$ cat src/rtl/counter_select_mux.sv
// ---------------------------------------------------------------------------
// counter_select_mux
//
// Purpose:
//   This block is a WIDTH-bit enable/clear binary counter. It can count up or
//   down, and it can either wrap or saturate at its end values. It also
//   provides a priority-select output:
//     - z picks one of the c data lines, using the lowest set bit of the
//       current count.
//     - z_q is a registered copy of z.
//     - wrapped is a sticky flag that records any wrap or saturation event.
//
// Parameters:
//   WIDTH     counter width in bits (2..64)
//   TC_BITS   number of counter MSBs ANDed to form w (1..WIDTH)
//   SATURATE  0 = wrap at the end values, 1 = hold at the end values
//
// Ports:
//   clock       in   rising-edge clock
//   reset       in   synchronous active-high reset (highest priority)
//   clear       in   synchronous clear of count and wrapped
//   x           in   count enable; also qualifies z
//   dir         in   count direction, 0 = up, 1 = down
//   load        in   parallel load strobe (optional, see below)
//   load_value  in   value loaded by load (optional, see below)
//   c           in   WIDTH+1 select data lines; c[0] is always selected
//   count       out  registered counter value
//   w           out  terminal flag, AND of the top TC_BITS count bits
//   z           out  combinational priority-select output
//   z_q         out  z registered, one cycle latency
//   wrapped     out  sticky wrap/saturation flag
//
// Configuration:
//   Define COUNTER_SELECT_MUX_LOAD_EN to add the load / load_value ports.
//   Load sits below clear and above x in priority, and it leaves wrapped
//   untouched.
// ---------------------------------------------------------------------------
module counter_select_mux #(
    parameter int WIDTH    = 32,
    parameter int TC_BITS  = 4,
    parameter bit SATURATE = 1'b0
) (
    input  logic             clock,
    input  logic             reset,
    input  logic             clear,
    input  logic             x,
    input  logic             dir,
`ifdef COUNTER_SELECT_MUX_LOAD_EN
    input  logic             load,
    input  logic [WIDTH-1:0] load_value,
`endif
    input  logic [WIDTH:0]   c,
    output logic [WIDTH-1:0] count,
    output logic             w,
    output logic             z,
    output logic             z_q,
    output logic             wrapped
);

    localparam logic [WIDTH-1:0] ONE = WIDTH'(1);

    // Reject parameter combinations that would give meaningless part selects.
    generate
        if (WIDTH < 2 || WIDTH > 64) begin : gWidthCheck
            $error("counter_select_mux: WIDTH must be in 2..64");
        end
        if (TC_BITS < 1 || TC_BITS > WIDTH) begin : gTcCheck
            $error("counter_select_mux: TC_BITS must be in 1..WIDTH");
        end
    endgenerate

    logic [WIDTH-1:0] count_q;
    logic [WIDTH-1:0] count_d;
    logic             wrapped_q;
    logic             wrapped_d;
    logic             zReg_q;

    logic             atMax;
    logic             atMin;
    logic [WIDTH-1:0] lowestOneHot;
    logic             sel;

    assign atMax = &count_q;
    assign atMin = ~|count_q;

    // Next-state logic for count and wrapped.
    // Priority: clear, then the optional load, then enable; otherwise hold.
    // Any step past an end value sets wrapped. In saturate mode that step
    // leaves the count where it is.
    always_comb begin
        count_d   = count_q;
        wrapped_d = wrapped_q;
        if (clear) begin
            count_d   = '0;
            wrapped_d = 1'b0;
        end
`ifdef COUNTER_SELECT_MUX_LOAD_EN
        else if (load) begin
            count_d = load_value;
        end
`endif
        else if (x) begin
            if (!dir) begin
                if (atMax) begin
                    wrapped_d = 1'b1;
                    count_d   = SATURATE ? count_q : '0;
                end else begin
                    count_d = count_q + ONE;
                end
            end else begin
                if (atMin) begin
                    wrapped_d = 1'b1;
                    count_d   = SATURATE ? count_q : '1;
                end else begin
                    count_d = count_q - ONE;
                end
            end
        end
    end

    // State registers.
    // z_q samples z on every non-reset edge, including clear and hold
    // cycles, so it always shows last cycle's select result.
    always_ff @(posedge clock) begin
        if (reset) begin
            count_q   <= '0;
            wrapped_q <= 1'b0;
            zReg_q    <= 1'b0;
        end else begin
            count_q   <= count_d;
            wrapped_q <= wrapped_d;
            zReg_q    <= z;
        end
    end

    // count & -count isolates the lowest set bit as a one-hot vector.
    // It is all zeros when count is zero, which gives sel = 0 in that case
    // with no special handling.
    assign lowestOneHot = count_q & (~count_q + ONE);
    assign sel          = |(lowestOneHot & c[WIDTH:1]);
    assign z            = x & (c[0] | sel);

    assign w       = &count_q[WIDTH-1 -: TC_BITS];
    assign count   = count_q;
    assign z_q     = zReg_q;
    assign wrapped = wrapped_q;

endmodule

$ cat config.mk
export PLATFORM = sky130hd
export DESIGN_NAME = counter_select_mux
export DESIGN_NICKNAME = d
export VERILOG_FILES = /design/src/rtl/counter_select_mux.sv
export SDC_FILE = /design/constraint.sdc
export NUM_CORES = 1
export LEC_CHECK = 0
export CORE_ASPECT_RATIO = 0.5
export CORE_MARGIN = 2
export CORE_UTILIZATION = 32
export DETAILED_ROUTE_END_ITERATION = 6
export HOLD_SLACK_MARGIN = 0.05
export PLACE_DENSITY_LB_ADDON = 0.15
export SLEW_MARGIN = 20
export SYNTH_ARGS = -nofsm -noshare
export SYNTH_HDL_FRONTEND = slang
export SYNTH_SLANG_ARGS = --single-unit
$ cat constraint.sdc
create_clock -name clock -period 3.37 [get_ports clock]
set_clock_uncertainty 0.15 [all_clocks]
set_input_delay 0.5055 -clock clock [delete_from_list [all_inputs] [get_ports clock]]
set_output_delay 0.5055 -clock clock [all_outputs]
set_load 0.02 [all_outputs]
Word level (Yosys, flattened, before mapping)
Cells that the tools add are included.
{ "totals": {"ff_bits": 34, "out_inout_bits": 36, "inputBits": 38} }
{ "classes": {"eq_ne": 1, "addsub": 3, "mux": 6, "bitwise_logic": 5, "reduce_logical": 7} }
{ "op_table": {"columns": ["operator", "n"], "rows": [
  ["$mux W32", 3],
  ["$add A32 B1 Y32 const B", 2],
  ["$and A32 B32 Y32", 2],
  ["$reduce_or A32 Y1", 2],
  ["$not A32 Y32", 1],
  ["$reduce_and A32 Y1", 1],
  ["$sub A32 B1 Y32 const B", 1],
  ["$reduce_and A4 Y1", 1],
  ["$mux W1", 3],
  ["$reduce_and A3 Y1", 1],
  ["$ne A2 B2 Y1 const B", 1],
  ["$reduce_bool A2 Y1", 1],
  ["$reduce_or A2 Y1", 1],
  ["$and A1 B1 Y1", 1],
  ["$or A1 B1 Y1", 1]
]} }

Longest topological paths before layout
{ "logic_depth": {"word_depth": 7, "depth_mapped": 10} }

Worst setup path before layout
OpenSTA, ideal clock, no wires.
{ "synth_timing": {"path_kind": "reg-to-output", "start": "register count_q[0], in the netlist count[0]", "end": "output port z", "stages_incl_launch_ff": 10, "t_required_ns": 2.714, "arrival_time_ns": 2.503, "setup_slack_ns": 0.211, "n_path_buf": 1, "path_cell_list": "dfxtp_1 > buf_2 > inv_1 > ha_1 > a221o_1 > a211oi_1 > nand4_1 > or3_1 > nor4_1 > a21oi_1"} }
{ "synth_via": {"elab_chain_cells": 7} }
{ "synth_lines": {"columns": ["item", "line_no", "rtl"], "rows": [
  ["from (decl)", "72", "logic [WIDTH-1:0] count_q;"],
  ["from (signal assigned)", "130", "count_q <= count_d;"],
  ["$not A32 Y32", "139", "assign lowestOneHot = count_q & (~count_q + ONE);"],
  ["$add A32 B1 Y32", "139", null],
  ["$and A32 B32 Y32 *", "139", null],
  ["$and A32 B32 Y32 *", "140", "assign sel = |(lowestOneHot & c[WIDTH:1]);"],
  ["$reduce_or A32 Y1 *", "140", null],
  ["$or A1 B1 Y1 *", "141", "assign z = x & (c[0] | sel);"],
  ["$and A1 B1 Y1 *", "141", null],
  ["to (decl)", "55", "output logic z,"]
]} }
Every way passes the cells marked *; elsewhere a longest branch is shown, timed or not.

Worst setup path after layout
Same ends and word-level chain as after synthesis.

==> impl_results.md <==
- Status: finished, final reports clean
- Routability cong.: 0.929
- Postcts setup bufs: 0
- Global Route Usage Sum: 24.7%
- Pin count of the biggest net entering global routing: 53
- Clock Latency Late Sink: 0.29 ns
- Fin nets: 648
- I/O Buffers: 73
- Post-Layout Cell Count: 752
- Grt total ovfl: 0
- Max_slew headroom: 45.0%
- Wirelength per Cell: 19.7 microns
- Vias: 4,541
- CTS root buffer: clkbuf_16
- Synth Register Bits: 34
- Footprint of the multi-input gates: 0.00260 sq mm
- Worst VDD drop: 0.000182 V
- Chip height: 78.6 microns
- Critical path arrival: 2.62 ns
- Core Area: 0.0109 sq mm
- Full die area: 0.0120 sq mm
- CTS tree: yes
- Vias in the first global route: 4,172
- Seq/Total Area, Yosys: 19.1%
- Syn Nets: 552
- Area growth, synth to finish: 38.6%
- Detailed Route Iter0 Violations: 494
- Slew of the pin with the lowest slew margin: 0.825 ns
- Ys async rst share: 0%
- Max Fanout on Critical Path: 5
- CTS Buf Count: 5
- Cts hold-fix bufs: 0
- Yosys synthesis warning count: 0
- FF+latch area: 682 sq um
- Cells after DPL: 744
- Max H-tree Level: 2
- Initial Util: 32.6%
- WS Path Type: reg2out
- FILL cells: 1,127
- Post-Synthesis Cells: 510
- Drc violations: 0
- DP Area: 0.00476 sq mm
- Detail Route Antenna Nets: 0
- Post-Syn Area: 0.00356 sq mm
- CP Capture Type: primary output
- Initial antenna violation count: 0
- Hold Vio Cnt, Final: 0
- MaxCap Viol Count: 0
- Global-route wire length before repair: 23,500 microns
- FF-to-FF setup slack: 0.44 ns
- Unrepaired setup endpoints after global routing: false
- Fin crit share: 97.2%
- Setup Viol. Count Final: 0
- Row count: 27
- WP data required: 2.71 ns
- CTS clk-pin slew, worst paths: 0.06 ns
- First-pass DRT Iterations: 5
- Final HPWL DP: 10,700 microns
- Vias per cell: 6.04
- Distinct cells, synth: 71
- Fin area: 0.00493 sq mm
- Power density over the cells: 353 mW/mm^2
- Io pins: 74
- Die X: 153 microns
- Final Max Tran Viols: 0
- Antenna fix cells: 0
- Hold crit path type: reg2reg
- Main synth FF type: dfxtp_1
- F_max: 0.305 GHz
- Number of enable flip-flop cells after synthesis: 0
- Fin util: 45.2%
- Leak: 1.81 nW
- TritonCTS Sinks: 34
- Critical path startpoint category: register
- Fin crit period: 3.28 ns
- Syn Area/Cell: 6.98 sq um
- Max Root-Sink Buffers: 2
- WL final: 14,800 microns
- Fraction of layout cells with a size suffix above 1: 18.0%
## cell usage in the layout, fill, tap and decap left out, types with 3 or more instances in the layout
cell type	instances
buf_4	74
clkdlybuf4s50_1	69
o21ai_0	46
a21oi_1	41
nand2_1	38
nor2_1	34
dfxtp_1	33
nand3_1	23
nand4_1	21
nor4_1	19
a31oi_1	16
nor3_1	15
inv_1	12
a211oi_1	11
and3_1	9
or4_1	7
or3_1	7
or2_2	6
and2_1	5
xor2_1	5
xnor2_1	5
clkbuf_16	5
nor3b_1	4
o211ai_1	4
and4_1	4
o31ai_1	4
a21o_1	4
o21a_1	4
o221a_2	4
ha_1	4
a32oi_1	3
nor4_2	3
nand2b_1	3
o31a_1	3
## through the flow
stage,hold WS (ns),TNS (ns),power [W],worst slack (ns)
after CTS,0.317,0,0.00173,0.0358
after global placement,0.300,-0.482,0.00124,-0.482
after global routing,0.358,0,0.00183,0.00150
final,0.311,0,0.00174,0.0938
after floorplan,0.428,0,0.000912,0.211
after detailed placement,0.303,-0.459,0.00124,-0.459
## layer usage
layer	global-route usage, %	wire [microns]	vias to the layer above
li1	-	-	2157
met1	36.7	7110	2146
met2	36.7	6220	221
met3	3.75	1340	17
met4	6.11	174	0
met5	0	0	-
## final timing paths
check	startpoint	end	cells past startpoint
max	count[0]$_SDFFE_PP0P_	z	12
min	wrapped$_SDFFE_PP0P_	wrapped$_SDFFE_PP0P_	1
min reg2reg	wrapped$_SDFFE_PP0P_	wrapped$_SDFFE_PP0P_	1
max reg2reg	count[0]$_SDFFE_PP0P_	count[8]$_SDFFE_PP0P_	10
## flip-flops by register name, summed over array words and instances, names as in the netlist
| name | flops |
|---|---|
| count | 32 |
| z_q | 1 |
| wrapped | 1 |
## worst max-delay path, cell delays in order, from the launching register on
cell and delay, ns:
dfxtp_2 0.32, inv_1 0.04, buf_4 0.13, ha_1 0.19, nor3b_1 0.15, buf_4 0.17
nand4_1 0.08, nand4_1 0.17, or3_4 0.43, nor4_2 0.27, buf_4 0.16, a21oi_1 0.06
buf_4 0.15
## cell families (layout without fill, tap and decap cells)
kind of cell / Yosys count / count (layout) / synth area share, %
buffers and inverters: 70 / 167 / 8.54
DFF: 34 / 34 / 19.1
and+or+nand+nor: 218 / 218 / 35.6
AOI/OAI and AO/OA: 173 / 173 / 32.5
xor gates and xnor gates: 10 / 10 / 2.46
muxes: 1 / 1 / 0.316
adders and majority gates: 4 / 4 / 1.41
## Yosys cell counts, drive strengths merged, types with 3 or more instances
cell type | count | area [sq um]
inv | 12 | 45.0
o21ai | 46 | 230
ha | 4 | 50.1
o31ai | 4 | 30.0
clkbuf | 39 | 148
nand4 | 22 | 153
nand2b | 3 | 18.8
dfxtp | 34 | 681
xnor2 | 5 | 43.8
nor4b | 3 | 26.3
nor3b | 4 | 30.0
and3 | 9 | 56.3
or3 | 8 | 50.1
a211oi | 12 | 90.1
and2 | 5 | 31.3
nand2 | 38 | 143
a21o | 4 | 30.0
o211ai | 4 | 30.0
or4 | 9 | 75.1
nor4 | 23 | 171
nand3 | 23 | 115
a21oi | 41 | 205
or2 | 6 | 37.5
o221a | 4 | 45.0
a31oi | 16 | 100
nor3 | 15 | 75.1
o31a | 4 | 36.3
nand4bb | 3 | 50.1
and4 | 4 | 35.0
buf | 18 | 108
o21a | 4 | 30.0
xor2 | 5 | 43.8
nor2 | 34 | 128
a32oi | 3 | 26.3
## where the power goes
group          internal, W  leakage, nW  switching, W
combinational     0.000361         1.46      0.000450
clock             0.000294       0.0739      0.000193
sequential        0.000423        0.277     0.0000209
total              0.00108         1.81      0.000665
## cell type report
| cell class | count | area share (%) |
|---|---|---|
| clock buffer | 7 | 2.89 |
| clock inverter | 1 | 0.101 |
| inverter | 13 | 0.989 |
| multi-input combinational | 406 | 52.7 |
| sequential | 34 | 13.8 |
| tap | 145 | 3.68 |
| timing repair buffer | 146 | 25.9 |
## what timing repair did
item | in CTS | in global routing
endpoints found under the setup margin | 1 | 1
pin swaps | 3 | 5
resized for setup | 5 | 7
Power figures use the tool's default switching activity.
